**src/rtl/switch_conn_ctrl_if.sv**
```systemverilog
// Handshake bundle between the connection controller and its neighbours
// (input port FIFOs, all-or-nothing arbiter, crossbar mux / output ports).
// master: the controller side. slave: the surrounding switch datapath.
// Signals:
//   in_valid/in_dst/in_len : head-of-line packet per input port (FIFO -> ctrl)
//   in_pop                 : one beat consumed from input port i (ctrl -> FIFO)
//   arb_req/arb_dst        : request + destination mask per input (ctrl -> arb)
//   arb_grant              : same-cycle grant from arbiter (arb -> ctrl)
//   out_ready              : output port can take a beat (output -> ctrl)
//   out_valid/out_sel      : beat strobe and mux select per output (ctrl -> xbar)
//   out_busy/xfer_active/starve : status
interface switch_conn_ctrl_if #(
  parameter int LEN_W = 8
);
  logic [3:0]            in_valid;
  logic [3:0][3:0]       in_dst;
  logic [3:0][LEN_W-1:0] in_len;
  logic [3:0]            in_pop;
  logic [3:0]            arb_req;
  logic [3:0][3:0]       arb_dst;
  logic [3:0]            arb_grant;
  logic [3:0]            out_ready;
  logic [3:0]            out_valid;
  logic [3:0][1:0]       out_sel;
  logic [3:0]            out_busy;
  logic [3:0]            xfer_active;
  logic [3:0]            starve;

  modport master (
    input  in_valid, in_dst, in_len, arb_grant, out_ready,
    output in_pop, arb_req, arb_dst, out_valid, out_sel, out_busy,
           xfer_active, starve
  );

  modport slave (
    output in_valid, in_dst, in_len, arb_grant, out_ready,
    input  in_pop, arb_req, arb_dst, out_valid, out_sel, out_busy,
           xfer_active, starve
  );
endinterface

```
**src/rtl/switch_conn_ctrl.sv**
```systemverilog
// Connection controller: locks crossbar outputs for whole multi-beat packets,
// presents head-of-line requests to the arbiter and prevents multicast starvation.
// Latency: grant taken at edge T, lock visible and first beat possible in T+1.
// Backpressure: a port pops only when every output it holds has out_ready
// (all-or-nothing multicast); beats stall otherwise.
// Ports: clk, rst_n (async active-low), bus (switch_conn_ctrl_if.master).
module switch_conn_ctrl #(
  parameter int LEN_W    = 8,
  parameter int MAX_WAIT = 16
) (
  input  logic               clk,
  input  logic               rst_n,
  switch_conn_ctrl_if.master bus
);

  localparam int WW = $clog2(MAX_WAIT + 1);

  typedef enum logic [1:0] {
    ST_IDLE = 2'd0,
    ST_WAIT = 2'd1,
    ST_XFER = 2'd2
  } state_e;

  state_e           st_q    [4];
  logic [LEN_W-1:0] cnt_q   [4];
  logic [WW-1:0]    wait_q  [4];
  logic [3:0]       busy_q, busy_d;
  logic [1:0]       owner_q [4];
  logic [1:0]       owner_d [4];

  logic [3:0] lock_mask [4];
  logic [3:0] starve_w;
  logic [3:0] elig_w;
  logic [3:0] pop_w;
  logic [3:0] done_w;
  logic [3:0] gnt_ok_w;
  logic [3:0] claim_w;
  logic       res_vld_w;
  logic [1:0] res_idx_w;
  logic [3:0] res_mask_w;

  always_comb begin
    starve_w   = '0;
    elig_w     = '0;
    pop_w      = '0;
    done_w     = '0;
    gnt_ok_w   = '0;
    claim_w    = '0;
    res_vld_w  = 1'b0;
    res_idx_w  = '0;
    res_mask_w = '0;
    busy_d     = busy_q;
    for (int i = 0; i < 4; i++) begin
      owner_d[i]   = owner_q[i];
      lock_mask[i] = '0;
    end

    // Outputs currently held by each input (empty for a discarded dst=0 packet).
    for (int i = 0; i < 4; i++) begin
      for (int j = 0; j < 4; j++) begin
        lock_mask[i][j] = busy_q[j] && (owner_q[j] == 2'(i));
      end
      starve_w[i] = (wait_q[i] == WW'(MAX_WAIT));
    end

    // Lowest-index starving port reserves its destination set; scanning
    // downwards leaves the lowest index as the final winner.
    for (int i = 3; i >= 0; i--) begin
      if (starve_w[i]) begin
        res_vld_w  = 1'b1;
        res_idx_w  = 2'(i);
        res_mask_w = bus.in_dst[i];
      end
    end

    for (int i = 0; i < 4; i++) begin
      elig_w[i] = rst_n && bus.in_valid[i] && (st_q[i] != ST_XFER)
               && (bus.in_dst[i] != 4'b0)
               && ((bus.in_dst[i] & busy_q) == 4'b0)
               && !(res_vld_w && (res_idx_w != 2'(i))
                    && ((bus.in_dst[i] & res_mask_w) != 4'b0));
      // All held outputs must be ready; an empty mask pops unconditionally.
      pop_w[i]  = (st_q[i] == ST_XFER)
               && ((bus.out_ready | ~lock_mask[i]) == 4'hF);
      done_w[i] = pop_w[i] && (cnt_q[i] == LEN_W'(1));
    end

    // Grants to ineligible ports, or overlapping a lower-index grant taken
    // this cycle, are dropped so an output can never get two owners.
    for (int i = 0; i < 4; i++) begin
      gnt_ok_w[i] = bus.arb_grant[i] && elig_w[i]
                 && ((bus.in_dst[i] & claim_w) == 4'b0);
      if (gnt_ok_w[i]) claim_w = claim_w | bus.in_dst[i];
    end

    for (int i = 0; i < 4; i++) begin
      if (done_w[i]) busy_d = busy_d & ~lock_mask[i];
    end
    for (int i = 0; i < 4; i++) begin
      for (int j = 0; j < 4; j++) begin
        if (gnt_ok_w[i] && bus.in_dst[i][j]) begin
          busy_d[j]  = 1'b1;
          owner_d[j] = 2'(i);
        end
      end
    end
  end

  always_comb begin
    for (int i = 0; i < 4; i++) begin
      bus.arb_dst[i]     = elig_w[i] ? bus.in_dst[i] : 4'b0;
      bus.out_sel[i]     = owner_q[i];
      bus.out_valid[i]   = busy_q[i] && pop_w[owner_q[i]];
      bus.xfer_active[i] = (st_q[i] == ST_XFER);
    end
  end

  assign bus.in_pop   = pop_w;
  assign bus.arb_req  = elig_w;
  assign bus.out_busy = busy_q;
  assign bus.starve   = starve_w;

  always_ff @(posedge clk or negedge rst_n) begin
    if (!rst_n) begin
      busy_q <= '0;
      for (int i = 0; i < 4; i++) begin
        st_q[i]    <= ST_IDLE;
        cnt_q[i]   <= '0;
        wait_q[i]  <= '0;
        owner_q[i] <= '0;
      end
    end else begin
      busy_q <= busy_d;
      for (int i = 0; i < 4; i++) begin
        owner_q[i] <= owner_d[i];
        case (st_q[i])
          ST_XFER: begin
            if (pop_w[i]) begin
              if (cnt_q[i] == LEN_W'(1)) begin
                st_q[i]  <= ST_IDLE;
                cnt_q[i] <= '0;
              end else begin
                cnt_q[i] <= cnt_q[i] - LEN_W'(1);
              end
            end
          end
          default: begin
            // dst=0 packets skip arbitration and drain with no outputs locked.
            if ((bus.in_valid[i] && (bus.in_dst[i] == 4'b0)) || gnt_ok_w[i]) begin
              st_q[i]   <= ST_XFER;
              cnt_q[i]  <= (bus.in_len[i] == '0) ? LEN_W'(1) : bus.in_len[i];
              wait_q[i] <= '0;
            end else if (bus.in_valid[i]) begin
              st_q[i] <= ST_WAIT;
              if (wait_q[i] != WW'(MAX_WAIT)) wait_q[i] <= wait_q[i] + WW'(1);
            end else begin
              st_q[i]   <= ST_IDLE;
              wait_q[i] <= '0;
            end
          end
        endcase
      end
    end
  end

endmodule

```
**src/flat_wrapper.sv**
```systemverilog
// flat-port wrapper written by rule: the top's interface ports become plain ports
module switch_conn_ctrl_flat 
#(
  parameter int LEN_W    = 8,
  parameter int MAX_WAIT = 16
)
  (clk, rst_n, bus_in_valid, bus_in_dst, bus_in_len, bus_arb_grant, bus_out_ready, bus_in_pop, bus_arb_req, bus_arb_dst, bus_out_valid, bus_out_sel, bus_out_busy, bus_xfer_active, bus_starve);
  switch_conn_ctrl_if #(.LEN_W(LEN_W)) bus_i ();
  input  logic clk;
  input  logic rst_n;
  input wire logic [$bits(bus_i.in_valid)-1:0] bus_in_valid;
  input wire logic [$bits(bus_i.in_dst)-1:0] bus_in_dst;
  input wire logic [$bits(bus_i.in_len)-1:0] bus_in_len;
  input wire logic [$bits(bus_i.arb_grant)-1:0] bus_arb_grant;
  input wire logic [$bits(bus_i.out_ready)-1:0] bus_out_ready;
  output wire logic [$bits(bus_i.in_pop)-1:0] bus_in_pop;
  output wire logic [$bits(bus_i.arb_req)-1:0] bus_arb_req;
  output wire logic [$bits(bus_i.arb_dst)-1:0] bus_arb_dst;
  output wire logic [$bits(bus_i.out_valid)-1:0] bus_out_valid;
  output wire logic [$bits(bus_i.out_sel)-1:0] bus_out_sel;
  output wire logic [$bits(bus_i.out_busy)-1:0] bus_out_busy;
  output wire logic [$bits(bus_i.xfer_active)-1:0] bus_xfer_active;
  output wire logic [$bits(bus_i.starve)-1:0] bus_starve;
  assign bus_i.in_valid = bus_in_valid;
  assign bus_i.in_dst = bus_in_dst;
  assign bus_i.in_len = bus_in_len;
  assign bus_i.arb_grant = bus_arb_grant;
  assign bus_i.out_ready = bus_out_ready;
  assign bus_in_pop = bus_i.in_pop;
  assign bus_arb_req = bus_i.arb_req;
  assign bus_arb_dst = bus_i.arb_dst;
  assign bus_out_valid = bus_i.out_valid;
  assign bus_out_sel = bus_i.out_sel;
  assign bus_out_busy = bus_i.out_busy;
  assign bus_xfer_active = bus_i.xfer_active;
  assign bus_starve = bus_i.starve;
  switch_conn_ctrl #(.LEN_W(LEN_W), .MAX_WAIT(MAX_WAIT)) u_core (.clk(clk), .rst_n(rst_n), .bus(bus_i));
endmodule
```
**config.mk**
```make
export PLATFORM = sky130hd
export DESIGN_NAME = switch_conn_ctrl_flat
export DESIGN_NICKNAME = d
export VERILOG_FILES = /design/src/rtl/switch_conn_ctrl_if.sv /design/src/rtl/switch_conn_ctrl.sv /design/src/flat_wrapper.sv
export SDC_FILE = /design/constraint.sdc
export NUM_CORES = 1
export LEC_CHECK = 0
export ABC_CLOCK_PERIOD_IN_PS = 7600
export BUFFER_PORTS_ARGS = -buffer_cell sky130_fd_sc_hd__buf_2
export CORE_MARGIN = 2
export CORE_UTILIZATION = 35
export CTS_CLUSTER_SIZE = 8
export DETAILED_ROUTE_END_ITERATION = 12
export GPL_TIMING_DRIVEN = 0
export HOLD_SLACK_MARGIN = 0.15
export PLACE_DENSITY = 0.66
export SLEW_MARGIN = 15
export SYNTH_ARGS = -nofsm -noshare
export SYNTH_HDL_FRONTEND = slang
export SYNTH_SLANG_ARGS = --single-unit
```
**constraint.sdc**
```tcl
create_clock -name clk -period 7.6 [get_ports clk]
set_input_delay 0.38 -clock clk [delete_from_list [all_inputs] [get_ports clk]]
set_output_delay 0.38 -clock clk [all_outputs]
set_load 0.03 [all_outputs]
```
After elaboration in Yosys (flattened, before gate mapping)
Cells that the tools add are included.
{"block": "totals", "regBits": 72, "output_inout_bits": 48, "word_cells": 363}
{"block": "op_classes", "add_sub_neg": 8, "n_lt_le_gt_ge": 4, "eq_ne": 51, "muxes": 115, "bitwise_logic": 29, "n_reduce_logical": 139}
{"op": "8-bit two-way mux", "n": 20}
{"op": "1-bit logical AND", "n": 83}
{"op": "2-bit two-way mux", "n": 36}
{"op": "4-bit AND", "n": 15}
{"op": "4-bit two-way mux", "n": 15}
{"op": "5-bit two-way mux", "n": 12}
{"op": "4-bit nonzero test", "n": 12}
{"op": "4-bit logical NOT", "n": 11}
{"op": "8-bit by 1-bit == test with 1-bit output, second input constant", "n": 4}
{"op": "8-bit logical NOT", "n": 4}
{"op": "8-bit by 1-bit subtractor with 8-bit output, second input constant", "n": 4}
{"op": "1-bit two-way mux", "n": 28}
{"op": "2-bit == test, second input constant", "n": 12}
{"op": "4-bit bitwise OR", "n": 6}
{"op": "2-bit AND reduction", "n": 12}
{"op": "5-bit by 1-bit adder with 5-bit output, second input constant", "n": 4}
{"op": "5-bit == test, second input constant", "n": 4}
{"op": "5-bit inequality test, second input constant", "n": 4}
{"op": "2-bit by 1-bit inequality test with 1-bit output, second input constant", "n": 9}
{"op": "4-bit == test, second input constant", "n": 4}
{"op": "4-bit inverter", "n": 4}
{"op": "2-bit by 3-bit less-than comparator with 1-bit output, second input constant", "n": 4}
{"op": "2-bit inequality test, second input constant", "n": 6}
{"op": "3-bit by 1-bit inequality test with 1-bit output, second input constant", "n": 4}
{"op": "7 further kinds", "n": 29}

Depth between registers and ports, before layout
Gate-level depths: netlist of run 1.
{"block": "logic_depth", "ltp_word": 26, "mapped_depth": 16}

Worst setup path before layout of run 1
OpenSTA, ideal clock, no wires.
{"block": "synth_path", "path_type": "flip-flop to flip-flop", "from": "register u_core.wait_q[5] in the netlist's numbering", "to": "register u_core.cnt_q[9] in the netlist's numbering", "setup_ns": 0.152, "arrival_ns": 3.262, "setup_slack_ns": 4.186, "stages_incl_launch_ff": 16, "path_buffers": 2, "period_less_slack_ns": 3.414, "cell_sequence": "dfrtp_1 > inv_1 > ha_1 > nand4bb_1 > buf_6 > inv_4 > a211oi_2 > a21oi_1 > o41a_1 > nor2_2 > and4_1 > a211oi_4 > a211oi_2 > or2_1 > buf_4 > a221oi_2"}
{"element": "start, declared", "line": "switch_conn_ctrl.sv:26", "source": "logic [WW-1:0] wait_q [4];"}
{"element": "start signal, assigned by index", "line": "switch_conn_ctrl.sv:129", "source": "wait_q[i] <= '0;"}
{"element": "start signal, assigned by index", "line": "switch_conn_ctrl.sv:152", "source": "wait_q[i] <= '0;"}
{"element": "start signal, assigned by index", "line": "switch_conn_ctrl.sv:158", "source": "wait_q[i] <= '0;"}
{"element": "5-bit == test (*)", "line": "switch_conn_ctrl.sv:63", "source": "starve_w[i] = (wait_q[i] == WW'(MAX_WAIT));"}
{"element": "net bus_starve[2]", "line": "flat_wrapper.sv:23", "source": "output wire logic [$bits(bus_i.starve)-1:0] bus_starve;"}
{"element": "4-bit two-way mux or 2-bit two-way mux (tied branches) (3 in a row)", "line": "switch_conn_ctrl.sv:69", "source": "if (starve_w[i]) begin"}
{"element": "4-bit AND or 2-bit by 1-bit inequality test with 1-bit output (tied branches)", "line": "switch_conn_ctrl.sv:81, switch_conn_ctrl.sv:80"}
{"element": "4-bit nonzero test or 1-bit logical AND (tied branches)", "line": "switch_conn_ctrl.sv:81, switch_conn_ctrl.sv:80"}
{"element": "1-bit logical AND (*)", "line": "switch_conn_ctrl.sv:81", "source": "&& ((bus.in_dst[i] & res_mask_w) != 4'b0));"}
{"element": "1-bit logical NOT (*)", "line": "switch_conn_ctrl.sv:80", "source": "&& !(res_vld_w && (res_idx_w != 2'(i))"}
{"element": "1-bit logical AND (*)", "line": "switch_conn_ctrl.sv:80"}
{"element": "net bus_arb_req[1]", "line": "flat_wrapper.sv:17", "source": "output wire logic [$bits(bus_i.arb_req)-1:0] bus_arb_req;"}
{"element": "(+1 left out)"}
{"element": "1-bit logical AND (*)", "line": "switch_conn_ctrl.sv:92", "source": "&& ((bus.in_dst[i] & claim_w) == 4'b0);"}
{"element": "4-bit two-way mux (*)", "line": "switch_conn_ctrl.sv:93", "source": "if (gnt_ok_w[i]) claim_w = claim_w | bus.in_dst[i];"}
{"element": "4-bit AND (*)", "line": "switch_conn_ctrl.sv:92"}
{"element": "4-bit logical NOT (*)", "line": "switch_conn_ctrl.sv:92"}
{"element": "1-bit logical AND (*)", "line": "switch_conn_ctrl.sv:92"}
{"element": "1-bit logical OR (*)", "line": "switch_conn_ctrl.sv:149", "source": "if ((bus.in_valid[i] && (bus.in_dst[i] == 4'b0)) || gnt_ok_w[i]) begin"}
{"element": "2-bit nonzero test (no source line) (*)"}
{"element": "2-bit AND reduction (no source line) (*)"}
{"element": "end signal, assigned by index", "line": "switch_conn_ctrl.sv:143", "source": "cnt_q[i] <= cnt_q[i] - LEN_W'(1);"}
{"element": "end signal, assigned by index", "line": "switch_conn_ctrl.sv:151", "source": "cnt_q[i] <= (bus.in_len[i] == '0) ? LEN_W'(1) : bus.in_len[i];"}
{"element": "end, declared", "line": "switch_conn_ctrl.sv:25", "source": "logic [LEN_W-1:0] cnt_q [4];"}
The timed path passes the listed nets; every way through them passes the cells marked *.
A chain may end at the register's enable or synchronous reset.

Worst setup path in the final report of run 1
{"block": "layout_path", "from": "register u_core.wait_q[10] in the netlist's numbering", "to": "register u_core.cnt_q[12] in the netlist's numbering"}
{"block": "layout_between", "elab_chain_len": 20}
{"element": "5-bit == test (*)", "line": "switch_conn_ctrl.sv:63"}
{"element": "4-bit two-way mux or 2-bit two-way mux (tied branches) (2 in a row)", "line": "switch_conn_ctrl.sv:69"}
{"element": "4-bit AND or 2-bit nonzero test (tied branches)", "line": "switch_conn_ctrl.sv:81, switch_conn_ctrl.sv:80"}
{"element": "4-bit nonzero test or 1-bit logical AND (tied branches)", "line": "switch_conn_ctrl.sv:81, switch_conn_ctrl.sv:80"}
{"element": "1-bit logical AND", "line": "switch_conn_ctrl.sv:81"}
{"element": "1-bit logical NOT", "line": "switch_conn_ctrl.sv:80"}
{"element": "1-bit logical AND", "line": "switch_conn_ctrl.sv:80"}
{"element": "1-bit logical AND", "line": "switch_conn_ctrl.sv:91", "source": "gnt_ok_w[i] = bus.arb_grant[i] && elig_w[i]"}
{"element": "(+3 left out)"}
{"element": "1-bit logical AND", "line": "switch_conn_ctrl.sv:92"}
{"element": "4-bit two-way mux", "line": "switch_conn_ctrl.sv:93"}
{"element": "4-bit AND", "line": "switch_conn_ctrl.sv:92"}
{"element": "4-bit logical NOT", "line": "switch_conn_ctrl.sv:92"}
{"element": "1-bit logical AND (*)", "line": "switch_conn_ctrl.sv:92"}
{"element": "1-bit logical OR (*)", "line": "switch_conn_ctrl.sv:149"}
{"element": "2-bit nonzero test (no source line) (*)"}
{"element": "2-bit AND reduction (no source line) (*)"}
Every way passes the cells marked *; elsewhere a longest branch is shown, timed or not.

==> metrics.cfg, run 1 <==
[yosys]
asyncSetResetFlopFracSynth_pct = 100
synth.cell_area_sq_um = 5580
seq_area_frac_synth_pct = 32.3
synthCells = 679
synth.net_count = 757
synthFlopType = sky130_fd_sc_hd__dfrtp_1
yosys_warnings = 0
synth-edff-count = 0
yosys.cell_count.top_type = sky130_fd_sc_hd__nand2_1
post_synth_most_frequent_cells = 73 x sky130_fd_sc_hd__nand2_1, 72 x sky130_fd_sc_hd__dfrtp_1, 58 x sky130_fd_sc_hd__o21ai_0
distinct_cells_synth = 74
syn_avg_cell_area_sq_um = 8.22
synthDominantAreaCellType = sky130_fd_sc_hd__dfrtp_1
postSynthRegisterBits = 72
synth_top_cell_area_share_pct = 32.3
yosys-top-cells-area = sky130_fd_sc_hd__dfrtp_1 32%, sky130_fd_sc_hd__o21ai_0 5.2%, sky130_fd_sc_hd__nand2_1 4.9%

[clocking]
numCtsBuffers = 9
clk_root_buffer_cell = sky130_fd_sc_hd__clkbuf_16
worstSkewPairLatency_ns = 0.34
cts_num_sinks = 72
htree_num_levels = 3
tritoncts = done
clk_pin_slew_ns = 0.06
cts_post_setup_buffers_inserted = 0
cts_resized = 0
cts_hold_buffers = 1
clock_path_buffers = 2

[power]
power.clock.fraction_pct = 22.7
power.combinational.fraction_pct = 41.8
power_per_cell_area_nw_per_um2 = 283
vdd_ir_drop_max_uv = 160
p_sw_share_pct = 43.3
static-leakage-power_uw = 0.00296
p_int_uw = 1070
sequential_share_of_power_pct = 35.5
net-switching-power_uw = 817

[critical_path]
reg2regPathDepth = 14
crit_arrival_ns = 4.18
path_max_fanout = 10
critPathLaunch = u_core.wait_q[10]$_DFFE_PN0P_
worst-setup-path-type = reg2reg
regToRegEndpoint = u_core.cnt_q[12]$_DFFE_PN0P_
r2r_start = u_core.wait_q[10]$_DFFE_PN0P_
rrSetupSlack_ns = 3.63
worst-endpoint-required_ns = 7.81
worst_setup_path_end_kind = flip-flop
timing.critical_path.from_type = flip-flop

[timing]
tightest_slew_ns = 1.01
maxSlewHeadroom_pct = 32.2
finalHoldViolCount = 0
period_needed_ns = 3.97
clock_skew_ns = 0.00583
fin_max_slew_vios = 0
fin_setup_tns_ns = 0
setup_viol = 0
achievable-frequency_ghz = 0.252
final.period_utilization_pct = 52.2
grt_setup_unrepaired = no

[hold_path]
min-delay-path-class = in2reg
worstHoldStart = bus_in_len[26]
hold_path_depth = 2
worst_hold_path.endpoint = u_core.cnt_q[2]$_DFFE_PN0P_

[floorplan]
fp.dieH_microns = 130
num_rows = 46
initial_core_util_pct = 35.5
die_area_sq_um = 17000
num_io_pins = 110
core_area_sq_um = 15700
die_w_microns = 130

[placement]
io_buffers = 98
half_perimeter_wire_length_after_detailed_placement_mm = 13.2
gp_routability_congestion = 0.943

[global_routing]
grt_pass1_vias = 5303
grt.total_usage_pct = 21.0
grt_overflow_total = 0
number_of_antenna_violations_at_the_first_check_in_global_routing = 0
grt_start_max_net_pins = 41
grt_pass1_wl_mm = 27.7

[route]
post_detailed_route_wirelength_per_cell_microns = 17.5
dr.first_iter.drc_count = 634
post-route-drc-count = 0
postRouteWirelength_mm = 17.7
drt_pre_antenna_iters = 5
detail-route-antenna-nets = 0
vias = 5824
vias_per_cell = 5.77

[cells_and_area]
final_layout_size_suffix_gt1_share_pct = 19.1
utilization_pct = 42.4
diodes = 0
layout_area_overhead_pct = 19.4
final_net_count = 868

[flow_run]
timing.max_cap.violations = 0

[status]
run_status = finished, final reports clean

==> per-layer routing <==
| metal | track usage (%) | vias to the layer above | wire (microns) | part of all wire, % |
|---|---|---|---|---|
| met5 | 0 | - | 0 | 0 |
| met4 | 8.54 | 0 | 433 | 2.4 |
| met3 | 4.76 | 34 | 1370 | 7.7 |
| met2 | 32.5 | 266 | 7840 | 44 |
| met1 | 28.6 | 2752 | 8080 | 46 |
| li1 | - | 2772 | - | - |
==> power groups by stage <==
stage / combinational (uW) / clock, uW / sequential (uW)
5_1_grt: 877 / 459 / 689
4_1_cts: 788 / 440 / 665
3_5_place_dp: 784 / 0 / 671
2_1_floorplan: 518 / 0 / 686
3_3_place_gp: 775 / 0 / 670
6_report: 789 / 429 / 670
==> worst max-delay path: stages (launching register included) <==
cell and delay, ns:
sky130_fd_sc_hd__dfrtp_1 0.43, sky130_fd_sc_hd__inv_1 0.09, sky130_fd_sc_hd__ha_1 0.20, sky130_fd_sc_hd__nand4bb_4 0.16, sky130_fd_sc_hd__clkbuf_1 0.29, sky130_fd_sc_hd__o31ai_1 0.30
sky130_fd_sc_hd__a21oi_1 0.11, sky130_fd_sc_hd__nor4_4 0.43, sky130_fd_sc_hd__o21ai_1 0.31, sky130_fd_sc_hd__o32ai_2 0.27, sky130_fd_sc_hd__nand2_1 0.22, sky130_fd_sc_hd__a211oi_2 0.59
sky130_fd_sc_hd__or2_1 0.18, sky130_fd_sc_hd__buf_4 0.16, sky130_fd_sc_hd__o21ai_1 0.08
==> area by class of cell <==
class,count,area [sq um]
fill,1619,9050
multi-input combinational,526,3440
sequential,72,1800
timing repair buffer,100,523
tap,216,270
clock buffer,12,246
buffer,44,193
inverter,37,141
clock inverter,3,42.5
==> worst max path at each step <==
| stage | endpoint |
|---|---|
| 6_report | u_core.cnt_q[12]$_DFFE_PN0P_ |
| 5_1_grt | u_core.cnt_q[13]$_DFFE_PN0P_ |
| 4_1_cts | u_core.cnt_q[14]$_DFFE_PN0P_ |
| 3_5_place_dp | u_core.cnt_q[11]$_DFFE_PN0P_ |
| 3_3_place_gp | u_core.cnt_q[13]$_DFFE_PN0P_ |
| 2_1_floorplan | u_core.cnt_q[9]$_DFFE_PN0P_ |
==> registers in the layout, summed over array words and instances, names as in the netlist <==
register	count
u_core.bus.out_sel	8
u_core.wait_q	20
u_core.st_q	8
u_core.cnt_q	32
u_core.bus.out_busy	4
==> placed cells by master (no fill, tap or decap), drive strengths merged, types with 13 or more instances in the layout <==
cell type | synthesis | layout
o31ai | 14 | 14
and2 | 18 | 18
nor2b | 13 | 13
a31oi | 13 | 13
nor4 | 13 | 13
nor2 | 34 | 34
o21ai | 65 | 65
nand2b | 15 | 15
buf | 9 | 108
a22o | 14 | 14
a21oi | 34 | 34
nand3 | 27 | 27
nand2 | 73 | 73
inv | 37 | 37
ha | 16 | 16
clkbuf | 35 | 47
nor3 | 27 | 27
dfrtp | 72 | 72
==> through the flow <==
stage                     setup slack (ns)  hold slack, ns  cell area (sq um)  total power (uW)  cells
final                                 3.63           0.294               6660              1890   1010
after global placement                2.88           0.476               6340              1440    993
after floorplan                       4.19          0.0844               5580              1200    679
after CTS                             3.65           0.280               6660              1890   1010
after global routing                  3.26           0.301               6660              2030   1010
after detailed placement              3.70           0.379               6360              1450    994
==> logic make-up (layout without fill, tap and decap cells) <==
| kind of cell | Yosys count | count (layout) | synth area share, % |
|---|---|---|---|
| AOI/OAI and AO/OA | 236 | 236 | 29.9 |
| xor gates and xnor gates | 1 | 1 | 0.157 |
| adders and majority gates | 16 | 16 | 3.59 |
| buffers and inverters | 81 | 196 | 5.99 |
| DFF | 72 | 72 | 32.3 |
| muxes | 8 | 8 | 2.33 |
| and+or+nand+nor | 265 | 265 | 25.8 |
Note: power is estimated with default switching activity, not from simulation.
==> run 2: changes to the inputs <==
--- a/config.mk
+++ b/config.mk
@@ -5,7 +5,7 @@
 export SDC_FILE = /design/constraint.sdc
 export NUM_CORES = 1
 export LEC_CHECK = 0
-export ABC_CLOCK_PERIOD_IN_PS = 7600
+export ABC_CLOCK_PERIOD_IN_PS = 3400
 export BUFFER_PORTS_ARGS = -buffer_cell sky130_fd_sc_hd__buf_2
 export CORE_MARGIN = 2
 export CORE_UTILIZATION = 35
@@ -13,7 +13,7 @@
 export DETAILED_ROUTE_END_ITERATION = 12
 export GPL_TIMING_DRIVEN = 0
 export HOLD_SLACK_MARGIN = 0.15
-export PLACE_DENSITY = 0.66
+export PLACE_DENSITY = 0.68
 export SLEW_MARGIN = 15
 export SYNTH_ARGS = -nofsm -noshare
 export SYNTH_HDL_FRONTEND = slang
==> constraint.sdc (replaced) <==
create_clock -name clk -period 3.4 [get_ports clk]
set_input_delay 0.17 -clock clk [delete_from_list [all_inputs] [get_ports clk]]
set_output_delay 0.17 -clock clk [all_outputs]
set_load 0.03 [all_outputs]
==> metrics.cfg, run 2 (synthesis gave the netlist of run 1 again) <==
[cells_and_area]
seq_area_sq_um = 1800  ; unchanged
largest_register_ffs = 32  ; unchanged
fin_cells = 1087  ; +7.6%
final_layout_size_suffix_gt1_share_pct = 29.9  ; +11 points
fill_cells = 1485  ; -8.3%
diodes = 0  ; unchanged
biggest_register = u_core.cnt_q
layout_area_overhead_pct = 38.9
top_library_cells_by_usage_in_the_layout_fill_and_taps_aside = 99 x sky130_fd_sc_hd__buf_2, 72 x sky130_fd_sc_hd__dfrtp_1, 71 x sky130_fd_sc_hd__nand2_1
multi_input_combinational_cell_area_sq_um = 3680  ; +6.9%
largestRegisters = u_core.cnt_q x32, u_core.wait_q x20
most_common_cell_after_layout_fill_and_taps_aside = sky130_fd_sc_hd__buf_2
final_net_count = 945  ; +8.9%

[route]
post-route-drc-count = 0  ; unchanged
detail-route-antenna-nets = 0  ; unchanged
postRouteWirelength_mm = 19.1  ; +8.0%
vias = 6203  ; +6.5%
post_detailed_route_wirelength_per_cell_microns = 17.6  ; +0.31%
drt_pre_antenna_iters = 5  ; unchanged
dr.first_iter.drc_count = 601  ; -5.2%
vias_per_cell = 5.71  ; -1.0%

[flow_run]
timing.max_cap.violations = 0  ; unchanged

[power]
p_int_uw = 2780  ; +160%
power.clock.fraction_pct = 25.6  ; +2.9 points
static-leakage-power_uw = 0.00348  ; +18%
sequential_share_of_power_pct = 31.9  ; -3.6 points
p_sw_share_pct = 40.7  ; -2.6 points
power_per_cell_area_nw_per_um2 = 605  ; +110%
vdd_ir_drop_max_uv = 380  ; +140%
net-switching-power_uw = 1910  ; +130%
design_power_total_uw = 4690  ; +150%
power.combinational.fraction_pct = 42.5  ; +0.7 points

[critical_path]
worst_setup_path_end_kind = flip-flop
crit_arrival_ns = 3.72  ; -0.46 ns
reg2regPathDepth = 16  ; +2
rrSetupSlack_ns = -0.09  ; -3.72 ns
timing.critical_path.buf_inv = 5  ; +2
timing.critical_path.cells = inv_2 > ha_2 > nand4bb_4 > inv_4 > a211oi_4 > buf_4 > a211oi_4 > nor4_4 > buf_4 > o21a_2 > a32o_2 > a221o_1 > a31oi_4 > buf_6 > nor2_2 > a221o_1
cell_at_the_slowest_stage_of_the_critical_path = sky130_fd_sc_hd__dfrtp_1
worst-setup-path-type = reg2reg
worst-endpoint-required_ns = 3.63  ; -4.18 ns
timing.critical_path.from_type = flip-flop
r2r_start = u_core.wait_q[10]$_DFFE_PN0P_
critical-path-top-delay-family = compound AO/OA/AOI/OAI gates
crit_path_max_incr_delay_ns = 0.40  ; -0.19 ns
regToRegEndpoint = u_core.cnt_q[2]$_DFFE_PN0P_
path_max_fanout = 8  ; -2

[clocking]
numCtsBuffers = 9  ; unchanged
htree_num_levels = 3  ; unchanged
worstSkewPairLatency_ns = 0.35  ; about the same
cts_num_sinks = 72  ; unchanged
clk_root_buffer_cell = sky130_fd_sc_hd__clkbuf_16
tritoncts = done
clock_path_buffers = 2  ; unchanged
clk_pin_slew_ns = 0.06  ; about the same

[placement]
gp_routability_congestion = 0.921  ; -2.3%
io_buffers = 98  ; unchanged
dp_cells = 994  ; unchanged
half_perimeter_wire_length_after_detailed_placement_mm = 12.8  ; -3.2%

[timing]
achievable-frequency_ghz = 0.287  ; +14%
final.period_utilization_pct = 103  ; +50 points
finalHoldViolCount = 0  ; unchanged
period_needed_ns = 3.49  ; -0.482 ns
final_critical_path_setup_slack_ns = -0.0862  ; -3.72 ns
fin_setup_tns_ns = -0.515  ; -0.515 ns
grt_setup_unrepaired = yes
clock_skew_ns = 0.00795  ; +0.00212 ns
setup_viol = 20  ; +20
fin_max_slew_vios = 0  ; unchanged
tightest_slew_ns = 0.702  ; -0.305 ns
maxSlewHeadroom_pct = 53.0  ; +21 points

[hold_path]
min-delay-path-class = in2reg
worstHoldStart = bus_in_len[13]
worst_hold_path.endpoint = u_core.cnt_q[21]$_DFFE_PN0P_
hold_path_depth = 3  ; +1

[floorplan]
core_area_sq_um = 15700  ; unchanged
num_io_pins = 110  ; unchanged
fp.dieH_microns = 130  ; unchanged
initial_core_util_pct = 35.5  ; unchanged
die_w_microns = 130  ; unchanged
num_rows = 46  ; unchanged
die_area_sq_um = 17000  ; unchanged

[global_routing]
grt.total_usage_pct = 22.3  ; +1.3 points
grt_pass1_wl_mm = 29.5  ; +6.5%
grt_overflow_total = 0  ; unchanged
grt_pass1_vias = 5812  ; +9.6%
number_of_antenna_violations_at_the_first_check_in_global_routing = 0  ; unchanged
grt_start_max_net_pins = 47  ; +15%

[status]
violations_in_the_final_reports = negative setup slack
run_status = finished, violations left

## run 2: changes by cell type in the layout (fill, tap and decap cells not counted), moves of 6 or more
| cell | before | now |
|---|---|---|
| sky130_fd_sc_hd__buf_4 | 3 | 57 |
| sky130_fd_sc_hd__dlygate4sd3_1 | 1 | 13 |
| sky130_fd_sc_hd__nand3_1 | 27 | 19 |
| sky130_fd_sc_hd__nand3_2 | 0 | 8 |
| sky130_fd_sc_hd__buf_6 | 2 | 8 |
| sky130_fd_sc_hd__clkbuf_1 | 37 | 31 |
## run 2: worst max-delay path by stage
stage,depth (start not counted),slack [ns],start,endpoint
3_5_place_dp,14,-0.43,u_core.wait_q[10]$_DFFE_PN0P_,u_core.cnt_q[13]$_DFFE_PN0P_
6_report,16,-0.09,u_core.wait_q[10]$_DFFE_PN0P_,u_core.cnt_q[2]$_DFFE_PN0P_
4_1_cts,15,0.007,u_core.wait_q[6]$_DFFE_PN0P_,u_core.cnt_q[2]$_DFFE_PN0P_
5_1_grt,16,-0.20,u_core.wait_q[6]$_DFFE_PN0P_,u_core.cnt_q[2]$_DFFE_PN0P_
2_1_floorplan,15,0.12,u_core.wait_q[5]$_DFFE_PN0P_,u_core.cnt_q[9]$_DFFE_PN0P_
3_3_place_gp,11,-0.99,rst_n,u_core.cnt_q[10]$_DFFE_PN0P_
## run 2: metal layers
layer / vias up / track usage (%) / share of wire, %
li1: 2923 / - / -
met1: 2918 / 29.5 / 43
met2: 302 / 34.5 / 46
met3: 60 / 4.55 / 7.7
met4: 0 / 12.0 / 4.2
met5: - / 0 / 0
## run 2: worst register-to-register path: cells and delay by family, from the launching register on
| family | cells | cell delay (ns) |
|---|---|---|
| adder cells (fa/ha/maj) | 1 | 0.19 |
| AND/OR/NAND/NOR | 3 | 0.34 |
| flip-flops | 1 | 0.40 |
| buffers and inverters | 5 | 0.75 |
| AO/OA/AOI/OAI | 7 | 1.68 |
## run 2: what timing repair did
action / 4_1_cts / 5_1_grt
hold endpoints to repair: 84 / 0
pin swaps: 18 / 21
hold buffers: 19 / 0
buffers inserted: 50 / 13
gates resized for setup: 31 / 48
setup endpoints to repair: 49 / 52
## run 2: power by group through the flow
stage / combinational (uW) / sequential, uW / clock [uW]
3_5_place_dp: 1740 / 1500 / 0
2_1_floorplan: 1160 / 1530 / 0
4_1_cts: 1930 / 1480 / 1210
3_3_place_gp: 1710 / 1510 / 0
6_report: 1990 / 1490 / 1200
5_1_grt: 2210 / 1520 / 1240
## run 2: per-stage QoR
stage | hold WS (ns) | setup slack (ns) | area (sq um) | util [%]
final | 0.154 | -0.0862 | 7750 | 49.3
after global routing | 0.159 | -0.198 | 7750 | 49.3
after floorplan | -0.126 | 0.117 | 5580 | -
after global placement | 0.441 | -0.991 | 6340 | 40.4
after CTS | 0.151 | 0.00678 | 7530 | 48.0
after detailed placement | 0.125 | -0.435 | 6370 | 40.6
## run 2: cell type report
| cell class | count | area share [%] |
|---|---|---|
| well taps | 216 | 3.49 |
| flip-flops and latches | 72 | 23.2 |
| clock buffers | 10 | 3.08 |
| plain buffers | 43 | 2.94 |
| repair buffers | 178 | 16.2 |
| multi-input cells | 526 | 47.5 |
| inverters | 37 | 1.95 |
| clock inverters | 5 | 1.66 |
